### src/rtl/uart_tx_arbiter_if.sv
// Requester-side bundle of the UART transmit arbiter: per-client byte requests,
// burst locks and the arbiter's acknowledge/ownership status.
interface uart_tx_arbiter_if #(
    parameter int NUM_REQ = 4
);
    logic [NUM_REQ-1:0]   req;
    logic [NUM_REQ-1:0]   req_lock;
    logic [8*NUM_REQ-1:0] req_data;
    logic [NUM_REQ-1:0]   req_ack;
    logic [2:0]           grant_id;
    logic                 busy;

    modport master (
        output req, req_lock, req_data,
        input  req_ack, grant_id, busy
    );

    modport slave (
        input  req, req_lock, req_data,
        output req_ack, grant_id, busy
    );
endinterface

### src/rtl/uart_tx_arbiter.sv
// Round-robin arbiter sharing one UART transmitter among NUM_REQ byte producers,
// with optional burst locking and a watchdog on the UART start handshake.
module uart_tx_arbiter #(
    parameter int NUM_REQ      = 4,
    parameter int MAX_BURST    = 16,
    parameter int BUSY_TIMEOUT = 16
) (
    input  logic                clk,
    input  logic                rst,
    uart_tx_arbiter_if.slave    bus,
    output logic                uart_transmit,
    output logic [7:0]          uart_tx_byte,
    input  logic                uart_is_transmitting,
    output logic                timeout_err
);

    typedef enum logic [1:0] {IDLE, START, WAIT_BUSY, WAIT_DONE} state_t;

    localparam logic [7:0] MAX_BURST_B = 8'(MAX_BURST);
    localparam logic [7:0] TIMER_LAST  = 8'(BUSY_TIMEOUT - 1);

    state_t             state;
    logic [2:0]         rr_ptr;
    logic [2:0]         grant_id;
    logic [7:0]         burst_cnt;
    logic [7:0]         timer;
    logic [NUM_REQ-1:0] req_ack;

    // Zero-extended views so a 3-bit requester index can address them directly.
    logic [7:0]  req_ext;
    logic [7:0]  lock_ext;
    logic [63:0] data_ext;
    logic        pick_vld;
    logic [2:0]  pick_id;
    logic [7:0]  pick_byte;
    logic [7:0]  own_byte;
    logic        own_continue;

    assign req_ext  = 8'(bus.req);
    assign lock_ext = 8'(bus.req_lock);
    assign data_ext = 64'(bus.req_data);

    function automatic logic [2:0] next_id(input logic [2:0] id);
        if (int'(id) >= NUM_REQ - 1)
            return 3'd0;
        return id + 3'd1;
    endfunction

    function automatic logic [NUM_REQ-1:0] onehot(input logic [2:0] id);
        logic [7:0] oh;
        oh = 8'd1 << id;
        return oh[NUM_REQ-1:0];
    endfunction

    // First requesting index at or above rr_ptr, wrapping modulo NUM_REQ.
    always_comb begin
        pick_vld = 1'b0;
        pick_id  = 3'd0;
        for (int k = 0; k < NUM_REQ; k++) begin
            int idx;
            idx = int'(rr_ptr) + k;
            if (idx >= NUM_REQ)
                idx = idx - NUM_REQ;
            if (!pick_vld && req_ext[3'(idx)]) begin
                pick_vld = 1'b1;
                pick_id  = 3'(idx);
            end
        end
    end

    assign pick_byte    = data_ext[{pick_id, 3'b000} +: 8];
    assign own_byte     = data_ext[{grant_id, 3'b000} +: 8];
    assign own_continue = lock_ext[grant_id] && req_ext[grant_id] && (burst_cnt < MAX_BURST_B);

    always_ff @(posedge clk) begin
        if (rst) begin
            state        <= IDLE;
            rr_ptr       <= 3'd0;
            grant_id     <= 3'd0;
            burst_cnt    <= 8'd0;
            timer        <= 8'd0;
            uart_tx_byte <= 8'd0;
            req_ack      <= '0;
            timeout_err  <= 1'b0;
        end else begin
            req_ack     <= '0;
            timeout_err <= 1'b0;
            case (state)
                IDLE: begin
                    if (pick_vld) begin
                        grant_id     <= pick_id;
                        uart_tx_byte <= pick_byte;
                        req_ack      <= onehot(pick_id);
                        burst_cnt    <= 8'd1;
                        state        <= START;
                    end
                end
                START: begin
                    timer <= 8'd0;
                    state <= WAIT_BUSY;
                end
                WAIT_BUSY: begin
                    if (uart_is_transmitting) begin
                        state <= WAIT_DONE;
                    end else if (timer == TIMER_LAST) begin
                        // UART never started: drop the byte and move fairness on.
                        timeout_err <= 1'b1;
                        rr_ptr      <= next_id(grant_id);
                        state       <= IDLE;
                    end else begin
                        timer <= timer + 8'd1;
                    end
                end
                WAIT_DONE: begin
                    if (!uart_is_transmitting) begin
                        if (own_continue) begin
                            uart_tx_byte <= own_byte;
                            req_ack      <= onehot(grant_id);
                            burst_cnt    <= burst_cnt + 8'd1;
                            state        <= START;
                        end else begin
                            rr_ptr    <= next_id(grant_id);
                            burst_cnt <= 8'd0;
                            state     <= IDLE;
                        end
                    end
                end
                default: state <= IDLE;
            endcase
        end
    end

    assign uart_transmit = (state == START);
    assign bus.busy      = (state != IDLE);
    assign bus.grant_id  = grant_id;
    assign bus.req_ack   = req_ack;

endmodule
### src/flat_wrapper.sv
// flat-port wrapper written by rule: the top's interface ports become plain ports
module uart_tx_arbiter_flat 
#(
    parameter int NUM_REQ      = 4,
    parameter int MAX_BURST    = 16,
    parameter int BUSY_TIMEOUT = 16
)
  (clk, rst, uart_transmit, uart_tx_byte, uart_is_transmitting, timeout_err, bus_req, bus_req_lock, bus_req_data, bus_req_ack, bus_grant_id, bus_busy);
  uart_tx_arbiter_if #(.NUM_REQ(NUM_REQ)) bus_i ();
  input  logic clk;
  input  logic rst;
  output logic uart_transmit;
  output logic [7:0] uart_tx_byte;
  input  logic uart_is_transmitting;
  output logic timeout_err;
  input wire logic [$bits(bus_i.req)-1:0] bus_req;
  input wire logic [$bits(bus_i.req_lock)-1:0] bus_req_lock;
  input wire logic [$bits(bus_i.req_data)-1:0] bus_req_data;
  output wire logic [$bits(bus_i.req_ack)-1:0] bus_req_ack;
  output wire logic [$bits(bus_i.grant_id)-1:0] bus_grant_id;
  output wire logic [$bits(bus_i.busy)-1:0] bus_busy;
  assign bus_i.req = bus_req;
  assign bus_i.req_lock = bus_req_lock;
  assign bus_i.req_data = bus_req_data;
  assign bus_req_ack = bus_i.req_ack;
  assign bus_grant_id = bus_i.grant_id;
  assign bus_busy = bus_i.busy;
  uart_tx_arbiter #(.NUM_REQ(NUM_REQ), .MAX_BURST(MAX_BURST), .BUSY_TIMEOUT(BUSY_TIMEOUT)) u_core (.clk(clk), .rst(rst), .bus(bus_i), .uart_transmit(uart_transmit), .uart_tx_byte(uart_tx_byte), .uart_is_transmitting(uart_is_transmitting), .timeout_err(timeout_err));
endmodule
### config.mk
export PLATFORM = sky130hd
export DESIGN_NAME = uart_tx_arbiter_flat
export DESIGN_NICKNAME = d
export VERILOG_FILES = /design/src/rtl/uart_tx_arbiter_if.sv /design/src/rtl/uart_tx_arbiter.sv /design/src/flat_wrapper.sv
export SDC_FILE = /design/constraint.sdc
export NUM_CORES = 1
export LEC_CHECK = 0
export CORE_UTILIZATION = 50
export DETAILED_ROUTE_END_ITERATION = 10
export PLACE_DENSITY = 0.78
export SETUP_SLACK_MARGIN = 0.2
export SYNTH_ARGS = -nofsm -noshare
export SYNTH_HDL_FRONTEND = slang
export SYNTH_SLANG_ARGS = --single-unit
### constraint.sdc
create_clock -name clk -period 7.17 [get_ports clk]
set_input_delay 1.0755 -clock clk [delete_from_list [all_inputs] [get_ports clk]]
set_output_delay 1.0755 -clock clk [all_outputs]
set_load 0.1 [all_outputs]
Word-level counts from Yosys, hierarchy flattened --
Index checks and enable logic that the tools add are counted.
Word-level totals: register bits 37, ROM bits 0, memory bits (writable) 0, memories kept 0, latch bits 0
Cells by class: bitwise gates (word level) 1, div/mod/pow operators 0, shift operators 4, mux-type cells 67, multiply operators 0, reductions and logical operators 20, $lt $le $gt $ge 11, add/sub/neg operators 10, equal/unequal tests 12
Operators by type and width (number):
- $shiftx 64x7->8 | 2
- $mux 8 | 8
- $pmux 8 s2 | 3
- $mux 3 | 15
- $mux 1 | 25
- $lt 3x5->1 const B | 4
- $bmux 1 s3 | 6
- $add 8x1->8 const B | 2
- $ge 4x3->1 const B | 3
- $mux 4 | 3
- $sub 3x3->3 const B | 4
- $reduce_and 3->1 | 3
- $add 3x2->4 const B | 2
- $eq 8x4->1 const B | 1
- $lt 8x5->1 const B | 1
- $mux 2 | 4
- $ne 2x2->1 const B | 4
- $pmux 2 s4 | 1
- $pmux 4 s2 | 1
- $reduce_bool 2->1 | 4
- $shl 1x3->4 const A | 2
- $ne 2x1->1 const B | 3
- $pmux 3 s2 | 1
- $logic_and 1x1->1 | 5
- other kinds (15) | 18

Longest topological paths before layout --
depth after elaboration 18, depth in mapped cells 11, depth with buffers taken out 9

Worst setup path after synthesis --
No wires, ideal clock.
path type register to register, start point register u_core.rr_ptr[0], end point register u_core.uart_tx_byte[7], setup slack 4222 ps, buffers on the path 2, arrival 2830 ps, stages on the path, launching flop included 12, library setup time 118 ps, period minus slack after synthesis 2948 ps, cells stage by stage dfxtp_1 -> buf_4 -> inv_1 -> ha_1 -> mux4_2 -> o21ai_2 -> o21a_1 -> o22ai_1 -> or2_1 -> buf_4 -> a221o_1 -> a22o_1
Between the ends: longest elaborated chain between the ends 18
Ends and longest elaborated chain:
- from (decl) | RTL line uart_tx_arbiter.sv:23 | logic [2:0] rr_ptr;
- from (signal assigned) | RTL line uart_tx_arbiter.sv:108 | rr_ptr <= next_id(grant_id);
- from (signal assigned) | RTL line uart_tx_arbiter.sv:122 | rr_ptr <= next_id(grant_id);
- parallel branches: the longest is 18 deep, another holds $add 3x1->4
- to (signal assigned) | RTL line uart_tx_arbiter.sv:92 | uart_tx_byte <= pick_byte;
- to (signal assigned) | RTL line uart_tx_arbiter.sv:117 | uart_tx_byte <= own_byte;
- to (decl) | RTL line uart_tx_arbiter.sv:12 | output logic [7:0] uart_tx_byte,
Several ways; the timed one is not identified. The select of a mux whose other input is x is not followed. A chain may end at the register's enable or synchronous reset.

Final worst setup path --
start point input bus_req[2], end point register u_core.uart_tx_byte[7]
Between the ends: longest elaborated chain between the ends 16
Ends and longest elaborated chain:
- from (decl) | RTL line flat_wrapper.sv:16 | input wire logic [$bits(bus_i.req)-1:0] bus_req;
- $bmux 1 s3 | RTL line uart_tx_arbiter.sv:64 | if (!pick_vld && req_ext[3'(idx)]) begin
- $mux 1 (not written as such) (2 in a row) | RTL line uart_tx_arbiter.sv:64
- $mux 1 | RTL line uart_tx_arbiter.sv:64
- $logic_not 1->1 | RTL line uart_tx_arbiter.sv:64
- $logic_and 1x1->1 | RTL line uart_tx_arbiter.sv:64
- $mux 1 | RTL line uart_tx_arbiter.sv:64
- $logic_not 1->1 | RTL line uart_tx_arbiter.sv:64
- $logic_and 1x1->1 | RTL line uart_tx_arbiter.sv:64
- $mux 1 | RTL line uart_tx_arbiter.sv:64
- $logic_not 1->1 | RTL line uart_tx_arbiter.sv:64
- $logic_and 1x1->1 | RTL line uart_tx_arbiter.sv:64
- $mux 3 | RTL line uart_tx_arbiter.sv:64
- $shiftx 64x7->8 | RTL line uart_tx_arbiter.sv:71 | assign pick_byte = data_ext[{pick_id, 3'b000} +: 8];
- $mux 8 | RTL line uart_tx_arbiter.sv:90 | if (pick_vld) begin
- $pmux 8 s2 | RTL line uart_tx_arbiter.sv:88 | case (state)
Parallel ways exist; a longest one is shown, timed or not. The select of a mux whose other input is x is not followed.

==> impl_results.md <==
* Status: finished, final reports clean
* Design Area, Final at 3298 µm²
* TritonCTS clock tree: yes
* Main synth FF type: dfxtp_1
* DRC at 0
* P_leak at 1.170 nW
* Port Buffers at 60
* Initial antenna violation count at 0
* Crit Path Class: primary input to register
* Slew HR at 0.3345
* Worst endpoint data arrival time at 3800 ps
* # diodes at 0
* Clk sinks at 37
* Minimum hold slack at 467.4 ps
* First-pass GRT wire length at 10.34 mm
* Synthesized area at 2562 µm²
* Async S/R FF share, synth at 0
* Die Width at 73.59 µm
* Worst-path fanout max at 9
* Post-synth EDFFs at 0
* Seq/Total Area, Yosys at 0.2891
* Distinct cell type count after synthesis at 62
* Worst skew pair latency at 300 ps
* Final Util at 0.6847
* Pin count of the biggest net entering global routing at 22
* Cell Chain, Critical Path: clkdlybuf4s50_1 -> mux4_2 -> a21o_1 -> o41ai_2 -> nor2_1 -> a21oi_2 -> a22o_1
* Maximum vdd drop at 0.2425 mV
* Area growth syn-to-layout at 28.71%
* Total congestion overflow at 0
* Max-Cap Viols at 0
* Post-DP Area at 3183 µm²
* Final wirelength at 6.390 mm
* Vias in the first global route at 2253
* Resized Gates After CTS at 0
* First-pass iteration count of the detailed router at 5
* Syn. warnings at 0
* Final ANT Viol Nets at 0
* CP startpoint kind: primary input
* Final Max Tran Viols at 0
* Final Critical Period at 3552 ps
* Max clock buf depth at 2
* Row cnt at 25
* Number of vias per cell at 5.838
* Yosys reg bits at 37
* Power density cells at 390.5 nW/µm²
* Maximum clock rate at 281.6 MHz
* Syn Area/Cell at 8.599 µm²
* RSZ-0062 raised after global routing: no
* Worst slew pin tran at 995.1 ps
* Worst r2r src: u_core.rr_ptr[0]
* Clk_skew at 4.314 ps
* Kind of end point of the critical path: register
* Setup TNS at 0 ps
* # Post-CTS Setup Buffers at 0
* Layout cell share with drive strength beyond 1 at 0.07910
* Initial Utilization at 0.5319
* Hold WC Path Type: register to register
* Routed len/inst at 15.18 µm
* Iter 0 DRT Violations at 155
* CTS buffer count at 5
* Via count at 2458
* CTS clk-pin slew, worst paths at 80 ps
* Total track usage at 0.2473
* Global placement routability congestion at 0.8719
* Chip height at 73.59 µm
* Mapped Nets at 354
* Req. time, crit path at 7420 ps
* H-tree levels at 2
* Critical path buffers and inverters at 1
* CTS Hold Bufs at 0
* Die footprint at 5415 µm²
* Nets@finish at 409
* Num ports at 61
* Final setup viols at 0
* Hold Startpoint: u_core.uart_tx_byte[0]
* Dpl hpwl at 4.745 mm
* Slowest stage delay, CP at 560 ps
* Worst path top cell family by delay: compound AO/OA/AOI/OAI gates
* Clock root cell: clkbuf_8
* Fin crit share at 0.4954
* Cells after synthesis at 298
* Hold Violations, Final at 0
* Worst Setup SP: bus_req[2]
* Crit-path slowest cell: clkdlybuf4s50_1
* CORE AREA at 4817 µm²
==> cells in the final DEF (no fill, tap or decap), drive strengths merged, types with 5 or more instances in the layout <==
master         instances
o21ai                  6
a21oi                 14
a221oi                 7
mux2i                 19
a31oi                  5
and2                   9
clkbuf                 5
ha                    13
clkdlybuf4s50         60
nor3                  10
nand2                 40
dfxtp                 37
nand2b                 5
inv                   14
a222oi                 7
o31ai                  7
nor2                  29
==> metal layers <==
layer	GRT usage	share of wire	vias to the layer above
li1	-	-	1220
met1	0.3235	0.45	1144
met2	0.4139	0.46	87
met3	0.04938	0.070	7
met4	0.06624	0.011	0
met5	0	0	-
==> worst paths after layout <==
check / depth (start not counted) / slack [ps] / to
setup / recovery: 7 / 3620 / u_core.uart_tx_byte[7]
hold / removal: 2 / 470 / u_core.uart_tx_byte[0]
setup reg to reg: 9 / 3630 / u_core.uart_tx_byte[7]
hold reg to reg: 2 / 470 / u_core.uart_tx_byte[0]
==> synthesized netlist by cell type, types with 5 or more instances <==
cell type | instances | area share
mux2i_1 | 18 | 0.070
nor3_1 | 9 | 0.018
nor2_1 | 28 | 0.041
ha_1 | 13 | 0.063
inv_1 | 13 | 0.019
a222oi_1 | 7 | 0.027
nand2_1 | 40 | 0.059
a221oi_1 | 7 | 0.024
o31ai_1 | 7 | 0.021
a31oi_1 | 5 | 0.012
a21oi_1 | 12 | 0.023
dfxtp_1 | 37 | 0.29
o21ai_0 | 5 | 0.0098
nand2b_1 | 5 | 0.012
and2_1 | 9 | 0.022
==> area by class of cell <==
| class | count | area [µm²] |
|---|---|---|
| Multi-Input combinational cell | 234 | 1695 |
| Clock inverter | 3 | 46.29 |
| Timing Repair Buffer | 61 | 608.1 |
| Tap cell | 67 | 83.83 |
| Inverter | 14 | 55.05 |
| Clock buffer | 5 | 68.82 |
| Fill cell | 432 | 1519 |
| Sequential cell | 37 | 740.7 |
==> state kept, by name, summed over array words and instances (netlist names) <==
| signal | count |
|---|---|
| u_core.burst_cnt | 8 |
| u_core.uart_tx_byte | 8 |
| u_core.state | 2 |
| u_core.timeout_err | 1 |
| u_core.timer | 8 |
| u_core.bus.req_ack | 4 |
| u_core.rr_ptr | 3 |
| u_core.bus.grant_id | 3 |
==> worst reg2reg max path: cells and delay by family, from the launching register on <==
family	cells	cell delay, ps
AO/OA/AOI/OAI	5	1390
flip-flops	1	660
multiplexers	1	570
adder cells (fa/ha/maj)	1	500
buffers and inverters	1	190
AND/OR/NAND/NOR	1	130
==> power breakdown <==
group          total (mW)  switching [mW]  internal, mW
clock               0.187          0.0829         0.104
sequential          0.288          0.0412         0.247
combinational       0.813           0.548         0.266
total                1.29           0.672         0.616
==> cells by family (layout without fill, tap and decap cells) <==
family / after synthesis / in the layout / synth area share
AOI/OAI and AO/OA: 77 / 77 / 0.2461
and+or+nand+nor: 113 / 113 / 0.2119
xor gates and xnor gates: 6 / 6 / 0.02051
adders and majority gates: 13 / 13 / 0.06348
DFF: 37 / 37 / 0.2891
muxes: 25 / 25 / 0.1196
buffers and inverters: 27 / 83 / 0.04932
==> stage by stage <==
stage / total power, mW / cells / worst slack [ps]
6_report: 1.288 / 421 / 3618
5_1_grt: 1.360 / 421 / 3396
4_1_cts: 1.286 / 421 / 3595
3_5_place_dp: 1.097 / 413 / 3329
3_3_place_gp: 1.090 / 413 / 3418
2_1_floorplan: 0.9296 / 298 / 4222
(Power assumes the default switching activity.)
